===== config.mk =====
export PLATFORM = sky130hd
export DESIGN_NAME = ltssm_substate_sequencer
export DESIGN_NICKNAME = d
export VERILOG_FILES = /design/src/rtl/ltssm_pkg.sv /design/src/rtl/ltssm_watchdog.sv /design/src/rtl/ltssm_substate_sequencer.sv
export SDC_FILE = /design/constraint.sdc
export NUM_CORES = 1
export LEC_CHECK = 0
export ABC_CLOCK_PERIOD_IN_PS = 5400
export BUFFER_PORTS_ARGS = -buffer_cell sky130_fd_sc_hd__buf_2
export CAP_MARGIN = 5
export CELL_PAD_IN_SITES_DETAIL_PLACEMENT = 1
export CELL_PAD_IN_SITES_GLOBAL_PLACEMENT = 2
export CORE_UTILIZATION = 39
export CTS_CLUSTER_DIAMETER = 100
export DETAILED_ROUTE_END_ITERATION = 8
export GPL_TIMING_DRIVEN = 0
export PLACE_DENSITY = 0.83
export SLEW_MARGIN = 20
export SYNTH_ARGS = -nofsm -noshare
export SYNTH_HDL_FRONTEND = slang
export SYNTH_SLANG_ARGS = --single-unit

===== constraint.sdc =====
create_clock -name clk -period 5.4 [get_ports clk]
set_input_delay 0.27 -clock clk [delete_from_list [all_inputs] [get_ports clk]]
set_output_delay 0.27 -clock clk [all_outputs]
set_load 0.005 [all_outputs]

===== src/rtl/ltssm_pkg.sv =====
// Shared LTSSM encodings used by the substate sequencer and the master TX/RX substate checkers.
package ltssm_pkg;

  localparam int MAXLANES = 16;
  typedef logic [MAXLANES-1:0] lane_mask_t;

  localparam logic [4:0] SS_DETECT_QUIET        = 5'd0;
  localparam logic [4:0] SS_DETECT_ACTIVE       = 5'd1;
  localparam logic [4:0] SS_POLLING_ACTIVE      = 5'd2;
  localparam logic [4:0] SS_POLLING_COMPLIANCE  = 5'd3;
  localparam logic [4:0] SS_POLLING_CONFIG      = 5'd4;
  localparam logic [4:0] SS_CONFIG_LW_START     = 5'd5;
  localparam logic [4:0] SS_CONFIG_LW_ACCEPT    = 5'd6;
  localparam logic [4:0] SS_CONFIG_LN_WAIT      = 5'd7;
  localparam logic [4:0] SS_CONFIG_LN_ACCEPT    = 5'd8;
  localparam logic [4:0] SS_CONFIG_COMPLETE     = 5'd9;
  localparam logic [4:0] SS_L0                  = 5'd10;
  localparam logic [4:0] SS_RECOVERY_RCVR_LOCK  = 5'd11;
  localparam logic [4:0] SS_RECOVERY_RCVR_CFG   = 5'd12;
  localparam logic [4:0] SS_RECOVERY_SPEED      = 5'd13;
  localparam logic [4:0] SS_RECOVERY_EQ_PHASE0  = 5'd14;
  localparam logic [4:0] SS_RECOVERY_EQ_PHASE1  = 5'd15;
  localparam logic [4:0] SS_RECOVERY_EQ_PHASE2  = 5'd16;
  localparam logic [4:0] SS_RECOVERY_EQ_PHASE3  = 5'd17;
  localparam logic [4:0] SS_RECOVERY_IDLE       = 5'd18;

  localparam logic [3:0] LPIF_IDLE     = 4'd0;
  localparam logic [3:0] LPIF_TRAINING = 4'd1;
  localparam logic [3:0] LPIF_LINK_UP  = 4'd2;
  localparam logic [3:0] LPIF_RECOVERY = 4'd3;

  typedef enum logic [2:0] {
    TMR_NONE, TMR_1MS, TMR_2MS, TMR_12MS, TMR_24MS, TMR_48MS
  } timer_sel_e;

  typedef enum logic [2:0] {
    ST_IDLE, ST_ISSUE, ST_WAIT, ST_RESOLVE, ST_LINKUP
  } ctl_state_e;

  function automatic logic [4:0] sanitize_exit(input logic [4:0] exit_to);
    return (exit_to > SS_RECOVERY_IDLE) ? SS_DETECT_QUIET : exit_to;
  endfunction

  function automatic logic [3:0] lpif_code(input ctl_state_e st, input logic [4:0] ss);
    if (st == ST_IDLE) return LPIF_IDLE;
    if (st == ST_LINKUP) return LPIF_LINK_UP;
    if (ss >= SS_RECOVERY_RCVR_LOCK && ss <= SS_RECOVERY_IDLE) return LPIF_RECOVERY;
    return LPIF_TRAINING;
  endfunction

endpackage


===== src/rtl/ltssm_watchdog.sv =====
// Stall watchdog: load arms a down-counter, run decrements it, expire flags terminal count while running.
module ltssm_watchdog #(
  parameter int WDOG_W = 24
) (
  input  logic              clk,
  input  logic              reset,
  input  logic              clear,
  input  logic              load,
  input  logic [WDOG_W-1:0] load_value,
  input  logic              run,
  output logic              expire
);

  logic [WDOG_W-1:0] count;

  always_ff @(posedge clk or negedge reset) begin
    if (!reset) begin
      count <= '0;
    end else if (clear) begin
      count <= '0;
    end else if (load) begin
      count <= load_value;
    end else if (run && count != '0) begin
      count <= count - WDOG_W'(1);
    end
  end

  assign expire = run && (count == '0);

endmodule


===== src/rtl/ltssm_substate_sequencer.sv =====
// LTSSM substate sequencer: requests substates from the TX/RX checkers and merges their exits.
//
// state   | meaning
// IDLE    | link disabled, parked in detectQuiet
// ISSUE   | one-cycle request of substate to both checkers
// WAIT    | collecting TX/RX finishes under the watchdog
// RESOLVE | merging the latched exits into the next substate
// LINKUP  | holding L0 until a retrain request
module ltssm_substate_sequencer
  import ltssm_pkg::*;
#(
  parameter int                WDOG_W     = 24,
  parameter logic [WDOG_W-1:0] WDOG_LIMIT = 24'd12500000
) (
  input  logic       clk,
  input  logic       reset,
  input  logic       linkEnable,
  input  logic       retrainReq,
  input  logic       txFinish,
  input  logic       rxFinish,
  input  logic [4:0] txExitTo,
  input  logic [4:0] rxExitTo,
  output logic [4:0] substate,
  output logic       substateReq,
  output logic       linkUp,
  output logic [3:0] lpifStatus,
  output logic [7:0] failCount,
  output logic       exitMismatch
);

  ctl_state_e state_q, state_d;
  logic [4:0] substate_d, resolved;
  logic [4:0] tx_exit_q, tx_exit_d, rx_exit_q, rx_exit_d;
  logic       tx_done_q, tx_done_d, rx_done_q, rx_done_d;
  logic [7:0] fail_d;
  logic       mismatch_d, both_done;
  logic       wd_clear, wd_load, wd_expire;

  ltssm_watchdog #(.WDOG_W(WDOG_W)) u_watchdog (
    .clk        (clk),
    .reset      (reset),
    .clear      (wd_clear),
    .load       (wd_load),
    .load_value (WDOG_LIMIT - WDOG_W'(1)),
    .run        (state_q == ST_WAIT),
    .expire     (wd_expire)
  );

  always_comb begin
    state_d    = state_q;
    substate_d = substate;
    tx_done_d  = tx_done_q;
    rx_done_d  = rx_done_q;
    tx_exit_d  = tx_exit_q;
    rx_exit_d  = rx_exit_q;
    fail_d     = failCount;
    mismatch_d = exitMismatch;
    wd_clear   = 1'b0;
    wd_load    = 1'b0;
    resolved   = SS_DETECT_QUIET;
    both_done  = (tx_done_q | txFinish) & (rx_done_q | rxFinish);
    case (state_q)
      ST_IDLE: begin
        substate_d = SS_DETECT_QUIET;
        wd_clear   = 1'b1;
        if (linkEnable) state_d = ST_ISSUE;
      end
      ST_ISSUE: begin
        tx_done_d = 1'b0;
        rx_done_d = 1'b0;
        wd_load   = 1'b1;
        state_d   = ST_WAIT;
      end
      ST_WAIT: begin
        if (txFinish && !tx_done_q) begin
          tx_done_d = 1'b1;
          tx_exit_d = sanitize_exit(txExitTo);
        end
        if (rxFinish && !rx_done_q) begin
          rx_done_d = 1'b1;
          rx_exit_d = sanitize_exit(rxExitTo);
        end
        // A finish completing the pair outranks a simultaneous watchdog expiry.
        if (both_done) begin
          state_d = ST_RESOLVE;
        end else if (wd_expire) begin
          state_d    = ST_ISSUE;
          substate_d = SS_DETECT_QUIET;
          fail_d     = (failCount == 8'hFF) ? 8'hFF : failCount + 8'd1;
        end
      end
      ST_RESOLVE: begin
        if (tx_exit_q == SS_DETECT_QUIET || rx_exit_q == SS_DETECT_QUIET) begin
          resolved = SS_DETECT_QUIET;
          if (substate != SS_DETECT_QUIET && substate != SS_DETECT_ACTIVE)
            fail_d = (failCount == 8'hFF) ? 8'hFF : failCount + 8'd1;
        end else if (tx_exit_q == rx_exit_q) begin
          resolved = rx_exit_q;
        end else begin
          resolved   = rx_exit_q;
          mismatch_d = 1'b1;
        end
        substate_d = resolved;
        state_d    = (resolved == SS_L0) ? ST_LINKUP : ST_ISSUE;
      end
      ST_LINKUP: begin
        substate_d = SS_L0;
        if (retrainReq) begin
          substate_d = SS_RECOVERY_RCVR_LOCK;
          state_d    = ST_ISSUE;
        end
      end
      default: state_d = ST_IDLE;
    endcase
    if (!linkEnable) begin
      state_d    = ST_IDLE;
      substate_d = SS_DETECT_QUIET;
    end
  end

  always_ff @(posedge clk or negedge reset) begin
    if (!reset) begin
      state_q      <= ST_IDLE;
      substate     <= SS_DETECT_QUIET;
      substateReq  <= 1'b0;
      linkUp       <= 1'b0;
      lpifStatus   <= LPIF_IDLE;
      failCount    <= 8'd0;
      exitMismatch <= 1'b0;
      tx_done_q    <= 1'b0;
      rx_done_q    <= 1'b0;
      tx_exit_q    <= SS_DETECT_QUIET;
      rx_exit_q    <= SS_DETECT_QUIET;
    end else begin
      state_q      <= state_d;
      substate     <= substate_d;
      substateReq  <= (state_d == ST_ISSUE) || (state_d == ST_LINKUP && state_q != ST_LINKUP);
      linkUp       <= (state_d == ST_LINKUP);
      lpifStatus   <= lpif_code(state_d, substate_d);
      failCount    <= fail_d;
      exitMismatch <= mismatch_d;
      tx_done_q    <= tx_done_d;
      rx_done_q    <= rx_done_d;
      tx_exit_q    <= tx_exit_d;
      rx_exit_q    <= rx_exit_d;
    end
  end

endmodule


==> results.md, run 1 <==
- Max Cap Violations: 0
- CP max FO: 9
- Rows: 31
- Starting density of the core: 41.0%
- Clock tree from TritonCTS: yes
- Number of storage elements in the synthesis netlist: between 50 and 60
- Quantity of I/O buffers inserted on ports: 33
- Most frequent cells in the layout: sky130_fd_sc_hd__dfrtp_1 (57), sky130_fd_sc_hd__buf_2 (33), sky130_fd_sc_hd__nand2_1 (30), sky130_fd_sc_hd__nor2_1 (23), sky130_fd_sc_hd__o21ai_0 (19)
- Worst ir drop on vdd: approximately 140 uV
- Wire length of the first global-routing pass: 13000 um
- Required time at the endpoint of the critical path: 5610 ps
- Remaining number of nets flagged by the antenna check after routing: 0
- Die width: 90.0 um
- Total setup violations reported at the end of the flow: 0
- Clock latency reported for the late side of the worst-skew pair: 350 ps
- Total Nets Final: 380
- Synth Flop Type: sky130_fd_sc_hd__dfrtp_1
- Worst hold path class: input pin to async pin
- Peak clock frequency supported by timing: 364 MHz
- Worst Skew: 13.3 ps
- HPWL reported at the end of detailed placement: 5400 um
- Final critical path time including I/O delays and setup: approximately 2700 ps
- CTS Hold Bufs: 0
- Outcome: complete, but fails checks
- Die Area: 8100 sq um
- Type of element launching the critical path: flip-flop
- Worst hold margin: -31.1 ps
- 1st-pass router iterations: 4
- Total routing usage reported by global routing: 20.1%
- Number of buffers added for setup after CTS: 0
- Count of mapped cells out of synthesis: 317
- Final hold vios: 11
- Count of cell types in the netlist: 53
- DRT iter0 DRCs: 114
- Final worst path period share: 50.8%
- Routed WL: 7450 um
- Number of buffers created by CTS: 9
- I/O Pins: 36
- Fraction of layout cells with a size suffix above 1: 18.0%
- Antenna cell count: 0
- EDFF count, synth: 0
- Number of cells in the finished layout apart from fillers: roughly 470
- Number of H-tree levels: 3
- Vias in the first global route: 2646
- Portion of the post-synthesis area used by sequential elements: 47.2%
- Final count of pins violating max slew: 0
- Slew headroom: about half
- Average instance area after synthesis: roughly 9.5 sq um
- Antenna violations before repair: 0
- Count of filler cells inserted in the layout: slightly below 900
- Synth Cell Area: 3020 sq um
- Power Dens Cells: between 300 and 400 nW/um^2
- Via total after detailed routing: 2618
- Maximum root-to-sink buffer count: 2
- Slew @ Worst Pin: 751 ps
- Wirelength per Cell: ~16 um
- Proportion of synthesized flip-flops having asynchronous set or reset: 100%
- Leak: approximately 1.6 nW
- DIE HEIGHT: roughly 90 um
- Count of synthesis-stage warnings from yosys: 0
- Pin count of the biggest net entering global routing: 58
- Vias per inst: ~5.6
- CTS sink count: 57
- Failing checks: negative hold slack
- Most frequent standard cell in the layout excluding fill and tap cells: sky130_fd_sc_hd__dfrtp_1
- Unrepaired setup endpoints after global routing: false
- Synth-to-layout area growth: 16.6%
- GPL Wtd Cong: 0.806
- Final-layout setup total negative slack: 0 ps
- Clock input transition at the sequential cells of the worst setup and hold paths: 70 ps
- Post-detailed-route DRC marker count: 0
- Worst setup EP type: flip-flop
- Area of the core: 7370 sq um
- Master cell of the clock root buffer: sky130_fd_sc_hd__clkbuf_8
- Arr. time, crit path: approximately 3000 ps
- Total congestion overflow: 0
- Number of placed cells counting well taps: 450
- Worst setup path category: flip-flop to flip-flop
- Number of resized instances in the post-cts repair step: 0
## cell usage after synthesis, drive strengths merged, types with 4 or more instances
master  count  area, sq um
a21o        4         30.0
a21oi      18         93.8
a22o        4         35.0
a31oi       5         31.3
and2        5         31.3
buf         4         27.5
clkbuf      7         27.5
dfrtp      57         1430
inv        12         45.0
nand2      30          113
nand2b      8         50.1
nand3      11         55.1
nand3b      4         42.5
nand4       5         31.3
nor2       23         86.3
nor2b       6         37.5
nor3       10         50.1
nor4        7         80.1
o211ai     11         82.6
o21ai      19         95.1
o311ai      7         61.3
or2         6         37.5
or3         9         56.3
xnor2       6         52.6
xor2        6         52.6
## worst max-delay path, stage by stage, from the launching register on
cell and delay [ps]:
sky130_fd_sc_hd__dfrtp_1 360, sky130_fd_sc_hd__inv_1 120, sky130_fd_sc_hd__ha_1 200, sky130_fd_sc_hd__nor4b_2 460
sky130_fd_sc_hd__nand4_1 270, sky130_fd_sc_hd__o211ai_1 670, sky130_fd_sc_hd__or2_2 290, sky130_fd_sc_hd__nor3_1 70
sky130_fd_sc_hd__xnor2_1 140, sky130_fd_sc_hd__nor2_1 50
## power breakdown
group / total (mW) / switching (mW) / leakage (nW) / internal, mW
combinational: 0.364 / 0.208 / 0.751 / 0.155
sequential: 0.611 / 0.0969 / 0.743 / 0.514
clock: 0.417 / 0.166 / 0.107 / 0.251
total: 1.39 / 0.472 / 1.60 / 0.920
## state kept, by name, indices dropped and copies added, names as in the netlist
name              flops
exitMismatch          1
failCount             8
linkUp                1
lpifStatus            2
rx_done_q             1
rx_exit_q             5
state_q               3
substate              5
substateReq           1
tx_done_q             1
tx_exit_q             5
u_watchdog.count     24
## area by class of cell
type                    count  area (sq um)  area share (%)
flip-flops and latches     57          1430            40.5
clock inverters             2          35.0           0.994
multi-input cells         238          1500            42.5
repair buffers             33           168            4.76
inverters                  12          45.0            1.28
clock buffers              14           173            4.90
plain buffers              11          55.1            1.56
well taps                  99           124            3.51
## logic make-up (layout without fill, tap and decap cells)
logic type | Yosys count | count (layout) | synth area share, %
muxes | 3 | 3 | 1.08
adders and majority gates | 2 | 2 | 0.828
AOI/OAI and AO/OA | 85 | 85 | 19.1
buffers and inverters | 23 | 72 | 3.31
xor gates and xnor gates | 12 | 12 | 3.48
and+or+nand+nor | 134 | 134 | 24.8
other | 1 | 2 | 0.124
DFF | 57 | 57 | 47.2
## layer usage
metal / GRT usage (%) / share of wire [%] / vias to the layer above / wire length (um)
met5: 0 / 0 / - / 0
met4: 8.06 / 1.5 / 0 / 110
met3: 3.81 / 3.1 / 10 / 233
met2: 32.6 / 47 / 48 / 3500
met1: 26.5 / 48 / 1316 / 3610
li1: - / - / 1244 / -
## worst paths after layout
check / startpoint / to / slack (ps) / depth (start not counted)
worst max-delay path: u_watchdog.count[0] / u_watchdog.count[16] / 2650 / 9
worst min-delay path: reset / failCount[0] / -30 / 1
worst max register to register: u_watchdog.count[0] / u_watchdog.count[16] / 2650 / 9
worst min register to register: exitMismatch / exitMismatch / 450 / 1
max in group asynchronous: reset / rx_exit_q[3] / 4930 / 1
min in group clk: rxExitTo[1] / rx_exit_q[1] / 160 / 2
## through the flow
| step | instance area (sq um) | setup slack [ps] | utilization, % | total power, mW | hold slack [ps] |
|---|---|---|---|---|---|
| floorplan | 3030 | 3160 | - | 0.860 | -25.6 |
| global placement | 3310 | 2640 | 45.0 | 0.970 | 439 |
| detailed placement | 3320 | 2570 | 45.0 | 0.985 | 383 |
| CTS | 3520 | 2570 | 47.8 | 1.41 | 3.95 |
| global route | 3520 | 2410 | 47.8 | 1.49 | 34.2 |
| finish | 3520 | 2650 | 47.8 | 1.39 | -31.1 |
Note: power is estimated with default switching activity, not from simulation.
==> inputs of run 2 (changes only) <==
ABC_AREA = 1   (was unset)
ABC_CLOCK_PERIOD_IN_PS = 2500   (was 5400)
CORE_UTILIZATION = 31   (was 39)
PLACE_DENSITY = 0.74   (was 0.83)
clock period = 2.5 ns   (was 5.4 ns; I/O delays follow)
==> run 2 against run 1 <==
The run now ends clean. Critical path depth increased by 4. Clock skew is 1.3 ps higher. Wire length is 13% higher. Sequential share of layout area fell by 2.7 points. Count of clock-buffer cells in the layout fell by 3. Fmax up 33%. Power rose to 2.9 times the previous value. Die area increased by 34%. Hold slack improved by 75 ps. Highest routed layer unchanged.
==> results.md, run 2 <==
- Arr. time, crit path: 2280 ps (-670 ps)
- Vias in the first global route: 2889 (+9.2%)
- Portion of the post-synthesis area used by sequential elements: 44.1% (-3.1 points)
- Starting density of the core: 32.5% (-8.5 points)
- Proportion of synthesized flip-flops having asynchronous set or reset: 100% (unchanged)
- Final hold vios: 0 (-11)
- Portion of netlist area occupied by mux cells: 0% (-1.1 points)
- HPWL reported at the end of detailed placement: 6230 um (+15%)
- Slew @ Worst Pin: 756 ps (+4.68 ps)
- Most area-consuming cells after synthesis: sky130_fd_sc_hd__dfrtp_1 (44%), sky130_fd_sc_hd__nand2_1 (7.7%), sky130_fd_sc_hd__inv_1 (6.4%)
- Worst ir drop on vdd: 330 uV (+130%)
- DRT iter0 DRCs: 107 (-6.1%)
- Pin count of the biggest net entering global routing: 58 (unchanged)
- I/O Pins: 36 (unchanged)
- Total congestion overflow: 0 (unchanged)
- Fraction of the mapped netlist area in adder cells: 0.774% (-0.054 points)
- Slew headroom: 49.6% (-0.13 points)
- Number of H-tree levels: 3 (unchanged)
- Worst hold margin: 43.7 ps (+74.8 ps)
- Synth Flop Type: sky130_fd_sc_hd__dfrtp_1
- Top-count cell post-synth: sky130_fd_sc_hd__nand2_1
- Worst Hold Depth: 3
- Routed WL: 8410 um (+13%)
- Destination of the worst hold path: rx_exit_q[2]
- Total setup violations reported at the end of the flow: 0 (unchanged)
- Top flop regs: u_watchdog.count x24, failCount x8
- Via total after detailed routing: 2809 (+7.3%)
- CTS sink count: 57 (unchanged)
- EDFF count, synth: 0 (unchanged)
- Rows: 36 (+16%)
- Synth Area in Compound Gates: 12.3% (-6.9 points)
- Post-detailed-route DRC marker count: 0 (unchanged)
- Unrepaired setup endpoints after global routing: false
- Total Nets Final: 466 (+23%)
- Die Area: 10800 sq um (+34%)
- Max Cap Violations: 0 (unchanged)
- Antenna violations before repair: 0 (unchanged)
- Post-synthesis share of cell area spent on xor and xnor gates: 2.71% (-0.77 points)
- Leading area contributor after synthesis: sky130_fd_sc_hd__dfrtp_1
- Die width: 104 um (+16%)
- Worst setup path category: flip-flop to flip-flop
- Type of element launching the critical path: flip-flop
- Worst Skew: 14.5 ps (+1.28 ps)
- Worst setup EP type: flip-flop
- Power Dens Cells: 1060 nW/um^2 (+170%)
- Wirelength per Cell: 14.4 um (-10%)
- Most frequent cells in the layout: sky130_fd_sc_hd__nand2_1 (66), sky130_fd_sc_hd__dfrtp_1 (57), sky130_fd_sc_hd__inv_1 (55), sky130_fd_sc_hd__nor2_1 (39), sky130_fd_sc_hd__buf_2 (33)
- Remaining number of nets flagged by the antenna check after routing: 0 (unchanged)
- Flip-flop count of the largest register after layout: 24 (unchanged)
- Register with the highest flop count: u_watchdog.count
- Clock tree from TritonCTS: yes
- 1st-pass router iterations: 4 (unchanged)
- Reg2reg end: lpifStatus[1]
- Register-to-register setup slack: 440 ps (-2220 ps)
- Clock latency reported for the late side of the worst-skew pair: 330 ps (-20 ps)
- Area of the core: 9950 sq um (+35%)
- Count of cell types in the netlist: 40 (-25%)
- Simple-gate share of the synthesized area: 30.7% (+5.8 points)
- Synth-to-layout area growth: 16.7% (about the same)
- Startpoint of the worst-slack reg-to-reg timing path: u_watchdog.count[1]
- Total routing usage reported by global routing: 16.4% (-3.8 points)
- Leak: 1.87 nW (+17%)
- GPL Wtd Cong: 0.751 (-6.8%)
- Most frequent standard cell in the layout excluding fill and tap cells: sky130_fd_sc_hd__nand2_1
- DIE HEIGHT: 104 um (+16%)
- Count of synthesis-stage warnings from yosys: 0 (unchanged)
- CP max FO: 10 (+1)
- Average instance area after synthesis: 8.02 sq um (-16%)
- Clock input transition at the sequential cells of the worst setup and hold paths: 70 ps (about the same)
- Required time at the endpoint of the critical path: 2710 ps (-2900 ps)
- Maximum root-to-sink buffer count: 2 (unchanged)
- Synth Cell Area: 3230 sq um (+7.0%)
- Wire length of the first global-routing pass: 14200 um (+9.9%)
- Main combinational cell family by area after synthesis: simple AND/OR/NAND/NOR gates
- Number of buffers created by CTS: 9 (unchanged)
- Hold path startpoint: rxExitTo[2]
- Outcome: completed
- Final worst path period share: 82.6% (+32 points)
- Number of storage elements in the synthesis netlist: 57 (unchanged)
- Final count of pins violating max slew: 0 (unchanged)
- Master cell of the clock root buffer: sky130_fd_sc_hd__clkbuf_8
- Count of mapped cells out of synthesis: 403 (+27%)
- Worst hold path class: input pin to flip-flop
- Vias per inst: 4.79 (-15%)
- Most frequent cells after synthesis: sky130_fd_sc_hd__nand2_1 (66), sky130_fd_sc_hd__dfrtp_1 (57), sky130_fd_sc_hd__inv_1 (55), sky130_fd_sc_hd__nor2_1 (39), sky130_fd_sc_hd__nand3_1 (32)
- Quantity of I/O buffers inserted on ports: 32 (-3.0%)
- Fraction of post-synthesis cell area in the top cell type by area: 44.1% (-3.1 points)
- Peak clock frequency supported by timing: 484 MHz (+33%)
- Final-layout setup total negative slack: 0 ps (unchanged)
- Number of resized instances in the post-cts repair step: 0 (unchanged)
- Logic depth of the worst register-to-register path: 13 (+4)
- Antenna cell count: 0 (unchanged)
- Fraction of layout cells with a size suffix above 1: 22.1% (+4.1 points)
- Final critical path time including I/O delays and setup: 2060 ps (-681 ps)
-- run 2: changes by cell type after synthesis, moves of 7 or more --
cell                       before  now
sky130_fd_sc_hd__nor2_4         0    7
sky130_fd_sc_hd__nor2_1        23   39
sky130_fd_sc_hd__nor2_2         0   11
sky130_fd_sc_hd__inv_2          0    9
sky130_fd_sc_hd__o311ai_0       7    0
sky130_fd_sc_hd__o21ai_1        0    7
sky130_fd_sc_hd__nand3_1       11   32
sky130_fd_sc_hd__inv_1         12   55
sky130_fd_sc_hd__or3_1          9    0
sky130_fd_sc_hd__o21ai_0       19   27
sky130_fd_sc_hd__nand2b_1       8    0
sky130_fd_sc_hd__nand2_1       30   66
sky130_fd_sc_hd__o211ai_1      11    3
-- run 2: logic make-up (layout without fill, tap and decap cells) --
group / count (synthesis) / in the layout
other: 1 / 2
buffers and inverters: 72 / 121
xor gates and xnor gates: 10 / 10
adders and majority gates: 2 / 2
DFF: 57 / 57
and+or+nand+nor: 192 / 192
AOI/OAI and AO/OA: 69 / 69
-- run 2: worst max path at each step --
stage	start	to	slack [ps]
after floorplan	u_watchdog.count[1]	failCount[7]	750
after global placement	u_watchdog.count[1]	u_watchdog.count[9]	470
after detailed placement	u_watchdog.count[1]	lpifStatus[1]	420
after CTS	u_watchdog.count[1]	lpifStatus[1]	400
after global routing	u_watchdog.count[1]	lpifStatus[1]	270
final	u_watchdog.count[1]	lpifStatus[1]	440
-- run 2: timing repair --
item                                   in CTS  in global routing
hold buffers                                1                  0
setup buffers                               0                  0
endpoints found under the hold margin      57                  0
-- run 2: layer usage --
metal	up-vias	global-route usage (%)	share of wire, %
met5	-	0	0
met3	10	3.57	2.3
met1	1367	20.6	47
met4	0	3.98	1.2
met2	31	28.5	50
li1	1401	-	-
-- run 2: layout make-up --
cell class / count / area [sq um]
clock buffers: 11 / 141
fillers: 1242 / 6180
plain buffers: 7 / 55.1
inverters: 65 / 246
repair buffers: 33 / 173
multi-input cells: 275 / 1510
well taps: 133 / 166
flip-flops and latches: 57 / 1430
clock inverters: 5 / 55.1
-- run 2: power by group --
part | internal (mW) | switching (mW) | total (mW)
Combinational | 0.596 | 1.10 | 1.70
Sequential | 1.19 | 0.252 | 1.44
Clock | 0.484 | 0.381 | 0.866
-- run 2: through the flow --
step	cells	instance area [sq um]	util, %	setup WS (ps)	power [mW]
2_1_floorplan	404	3240	-	751	2.68
3_3_place_gp	569	3560	35.8	474	3.13
3_5_place_dp	569	3570	35.8	424	3.19
4_1_cts	586	3770	37.9	395	4.09
5_1_grt	586	3770	37.9	267	4.35
6_report	586	3770	37.9	435	4.01
-- run 2: worst max-delay path, stage by stage, from the launching register on --
cell and delay (ps):
sky130_fd_sc_hd__dfrtp_1 360, sky130_fd_sc_hd__inv_1 120, sky130_fd_sc_hd__ha_1 270, sky130_fd_sc_hd__nand2_4 100
sky130_fd_sc_hd__nor2_8 160, sky130_fd_sc_hd__nand3_4 120, sky130_fd_sc_hd__nand2_4 110, sky130_fd_sc_hd__nand2_4 120
sky130_fd_sc_hd__inv_2 180, sky130_fd_sc_hd__o21ai_2 100, sky130_fd_sc_hd__nand2_1 100, sky130_fd_sc_hd__nand2_1 80
sky130_fd_sc_hd__nand3_1 80, sky130_fd_sc_hd__nand2_1 50
==> inputs of run 3 (changes only) <==
ABC_AREA = 0   (was 1)
ABC_CLOCK_PERIOD_IN_PS = 1800   (was 2500)
CORE_UTILIZATION = 33   (was 31)
PLACE_DENSITY = 0.75   (was 0.74)
clock period = 1.8 ns   (was 2.5 ns; I/O delays follow)
==> run 3 against run 2 <==
The run now ends with design-rule violations, negative setup slack left. Clock skew down 8.6 ps. Power is 22% higher. Flip-flop and latch count unchanged. Core utilization rose by 11 points. Non-clock buffer count up 48. Critical endpoint is now failCount[7].
==> results.md, run 3 (synthesis gave the netlist of run 1 again) <==
- Outcome: complete, but fails checks
- Failing checks: design-rule violations, negative setup slack
- Number of placed cells counting well taps: 459 (-19%)
- Proportion of power drawn by combinational gates: 34.6% (-7.8 points)
- Die Area: 9540 sq um (-12%)
- Wire length of the first global-routing pass: 14700 um (+3.5%)
- Clock latency reported for the late side of the worst-skew pair: 340 ps (about the same)
- Worst setup slack after layout: -503 ps (-938 ps)
- Total Nets Final: 425 (-8.8%)
- Required time at the endpoint of the critical path: 2030 ps (-680 ps)
- Total congestion overflow: 0 (unchanged)
- Remaining number of nets flagged by the antenna check after routing: 0 (unchanged)
- Internal power of the cells: 3.13 mW (+38%)
- Top flop regs: u_watchdog.count x24, failCount x8
- Most frequent cells in the layout: sky130_fd_sc_hd__dfrtp_1 (54), sky130_fd_sc_hd__buf_2 (32), sky130_fd_sc_hd__nand2_1 (27), sky130_fd_sc_hd__buf_4 (24)
- CP max FO: 4 (-6)
- Arr. time, crit path: 2530 ps (+250 ps)
- Fraction of layout cells with a size suffix above 1: 40.0% (+18 points)
- Power Dens Cells: 1130 nW/um^2 (+6.2%)
- Most frequent standard cell in the layout excluding fill and tap cells: sky130_fd_sc_hd__dfrtp_1
- Capturing element of the worst setup path: failCount[7]
- Register with the highest flop count: u_watchdog.count
- Reg2reg end: failCount[7]
- Vias in the first global route: 2868 (-0.73%)
- Switch share: 35.9% (-7.4 points)
- Worst setup EP type: flip-flop
- Starting density of the core: 34.3% (+1.8 points)
- Slew headroom: 48.3% (-1.3 points)
- Pre-CTS setup slack: -790 ps (-1210 ps)
- Hold path startpoint: txExitTo[3]
- Final hold vios: 0 (unchanged)
- Quantity of I/O buffers inserted on ports: 33 (+3.1%)
- Final count of pins violating max slew: 0 (unchanged)
- CP peak stage delay: 450 ps (+90 ps)
- Logic depth of the worst register-to-register path: 7 (-6)
- Portion of total power attributed to the clock network: 26.6% (+5.0 points)
- Timing startpoint of the critical path: u_watchdog.count[6]
- Total setup violations reported at the end of the flow: 41 (+41)
- Master cell of the clock root buffer: sky130_fd_sc_hd__clkbuf_8
- Slew @ Worst Pin: 776 ps (+20.1 ps)
- Rows: 34 (-5.6%)
- Final worst path period share: 128% (+45 points)
- Unrepaired setup endpoints after global routing: true
- Pin count of the biggest net entering global routing: 58 (unchanged)
- Critical Path Stages: 7 (-6)
- Clock tree from TritonCTS: yes
- Maximum root-to-sink buffer count: 2 (unchanged)
- Die width: 97.7 um (-6.2%)
- Area of the core: 8810 sq um (-12%)
- Wirelength per Cell: 17.4 um (+21%)
- Worst ir drop on vdd: 444 uV (+34%)
- Vias per inst: 5.45 (+14%)
- I/O Pins: 36 (unchanged)
- HPWL reported at the end of detailed placement: 5400 um (-13%)
- Synth-to-layout area growth: 43.2%
- Crit-path cells: nor4_4 -> buf_4 -> nand4b_1 -> or3_4 -> a21oi_4 -> nand4_1 -> mux2_4
- DRT iter0 DRCs: 111 (+3.7%)
- Peak clock frequency supported by timing: 434 MHz (-10%)
- Type of element launching the critical path: flip-flop
- Number of H-tree levels: 3 (unchanged)
- Count of filler cells inserted in the layout: 998 (-20%)
- Via total after detailed routing: 2835 (+0.93%)
- DIE HEIGHT: 97.7 um (-6.2%)
- Antenna cell count: 0 (unchanged)
- Net load switching power: 1.75 mW (+1.0%)
- Worst setup path category: flip-flop to flip-flop
- Flip-flop count of the largest register after layout: 24 (unchanged)
- Post-detailed-route DRC marker count: 8 (+8)
- Sequential share of power: 38.9% (+2.9 points)
- Number of buffers created by CTS: 9 (unchanged)
- Clock input transition at the sequential cells of the worst setup and hold paths: 70 ps (about the same)
- Number of cells in the finished layout apart from fillers: 520 (-11%)
- Leak: 1.93 nW (+3.0%)
- Total routing usage reported by global routing: 20.1% (+3.7 points)
- GPL Wtd Cong: 0.795 (+5.9%)
- Worst hold path class: input pin to flip-flop
- Final critical path time including I/O delays and setup: 2300 ps (+238 ps)
- Slowest stage cell, crit path: sky130_fd_sc_hd__or3_4
- Startpoint of the worst-slack reg-to-reg timing path: u_watchdog.count[6]
- Register-to-register setup slack: -500 ps (-940 ps)
- Max Cap Violations: 0 (unchanged)
- 1st-pass router iterations: 8 (+4)
- Family with the most delay on the worst path: simple AND/OR/NAND/NOR gates
- Routed WL: 9030 um (+7.3%)
- CTS sink count: 57 (unchanged)
- Antenna violations before repair: 0 (unchanged)
- Worst Skew: 5.97 ps (-8.57 ps)
- Number of buffers and inverters on the critical path: 1 (-1)
[run 3: how the worst min path moves through the flow]
stage          cells after the start  slack (ps)      endpoint
3_3_place_gp                       2         330  tx_exit_q[0]
4_1_cts                            3           4  rx_exit_q[3]
6_report                           3          20  tx_exit_q[3]
3_5_place_dp                       1         220  failCount[2]
5_1_grt                            3          50  tx_exit_q[3]
2_1_floorplan                      0        -210  exitMismatch
[run 3: worst reg2reg max path: stages (launching register included)]
cell and delay (ps):
sky130_fd_sc_hd__dfrtp_2 420, sky130_fd_sc_hd__nor4_4 260, sky130_fd_sc_hd__buf_4 180, sky130_fd_sc_hd__nand4b_1 230, sky130_fd_sc_hd__or3_4 450, sky130_fd_sc_hd__a21oi_4 200
sky130_fd_sc_hd__nand4_1 140, sky130_fd_sc_hd__mux2_4 310
[run 3: through the flow]
step | TNS (ps) | util (%) | instance area, sq um | hold slack (ps) | power (mW)
after CTS | -11160 | 46.8 | 4130 | 4.24 | 4.75
after global placement | -19900 | 38.7 | 3400 | 328 | 3.00
after detailed placement | -20780 | 38.7 | 3410 | 222 | 3.05
after floorplan | -3090 | - | 3100 | -206 | 2.66
final | -11000 | 49.1 | 4330 | 21.5 | 4.88
after global routing | -17440 | 49.1 | 4330 | 45.2 | 5.19
[run 3: layout make-up]
class                      count  area (sq um)  share of cell area [%]
buffer                        10          62.6                    1.45
clock buffer                   9           124                    2.86
clock inverter                 7          85.1                    1.97
inverter                      12          45.0                    1.04
multi-input combinational    239          1850                    42.7
sequential                    57          1430                    33.0
tap                          108           135                    3.12
timing repair buffer          78           597                    13.8
[run 3: layer usage]
metal | up-vias | share of wire, % | track usage (%)
met5 | - | 0 | 0
met4 | 0 | 2.3 | 9.56
met3 | 14 | 2.2 | 3.09
met2 | 44 | 49 | 32.9
met1 | 1435 | 46 | 25.9
li1 | 1342 | - | -
[run 3: timing repair]
action,CTS,global route
setup endpoints to repair,48,53
setup buffers,31,14
pin swaps,31,37
endpoints found under the hold margin,62,0
resized for setup,58,41
gates cloned,0,1
hold buffers,6,0
[run 3: power groups by stage]
stage | combinational [mW] | clock (mW) | sequential, mW
floorplan | 0.860 | 0 | 1.80
global placement | 1.14 | 0 | 1.86
detailed placement | 1.17 | 0 | 1.87
CTS | 1.54 | 1.34 | 1.86
global route | 1.87 | 1.38 | 1.94
finish | 1.69 | 1.30 | 1.90
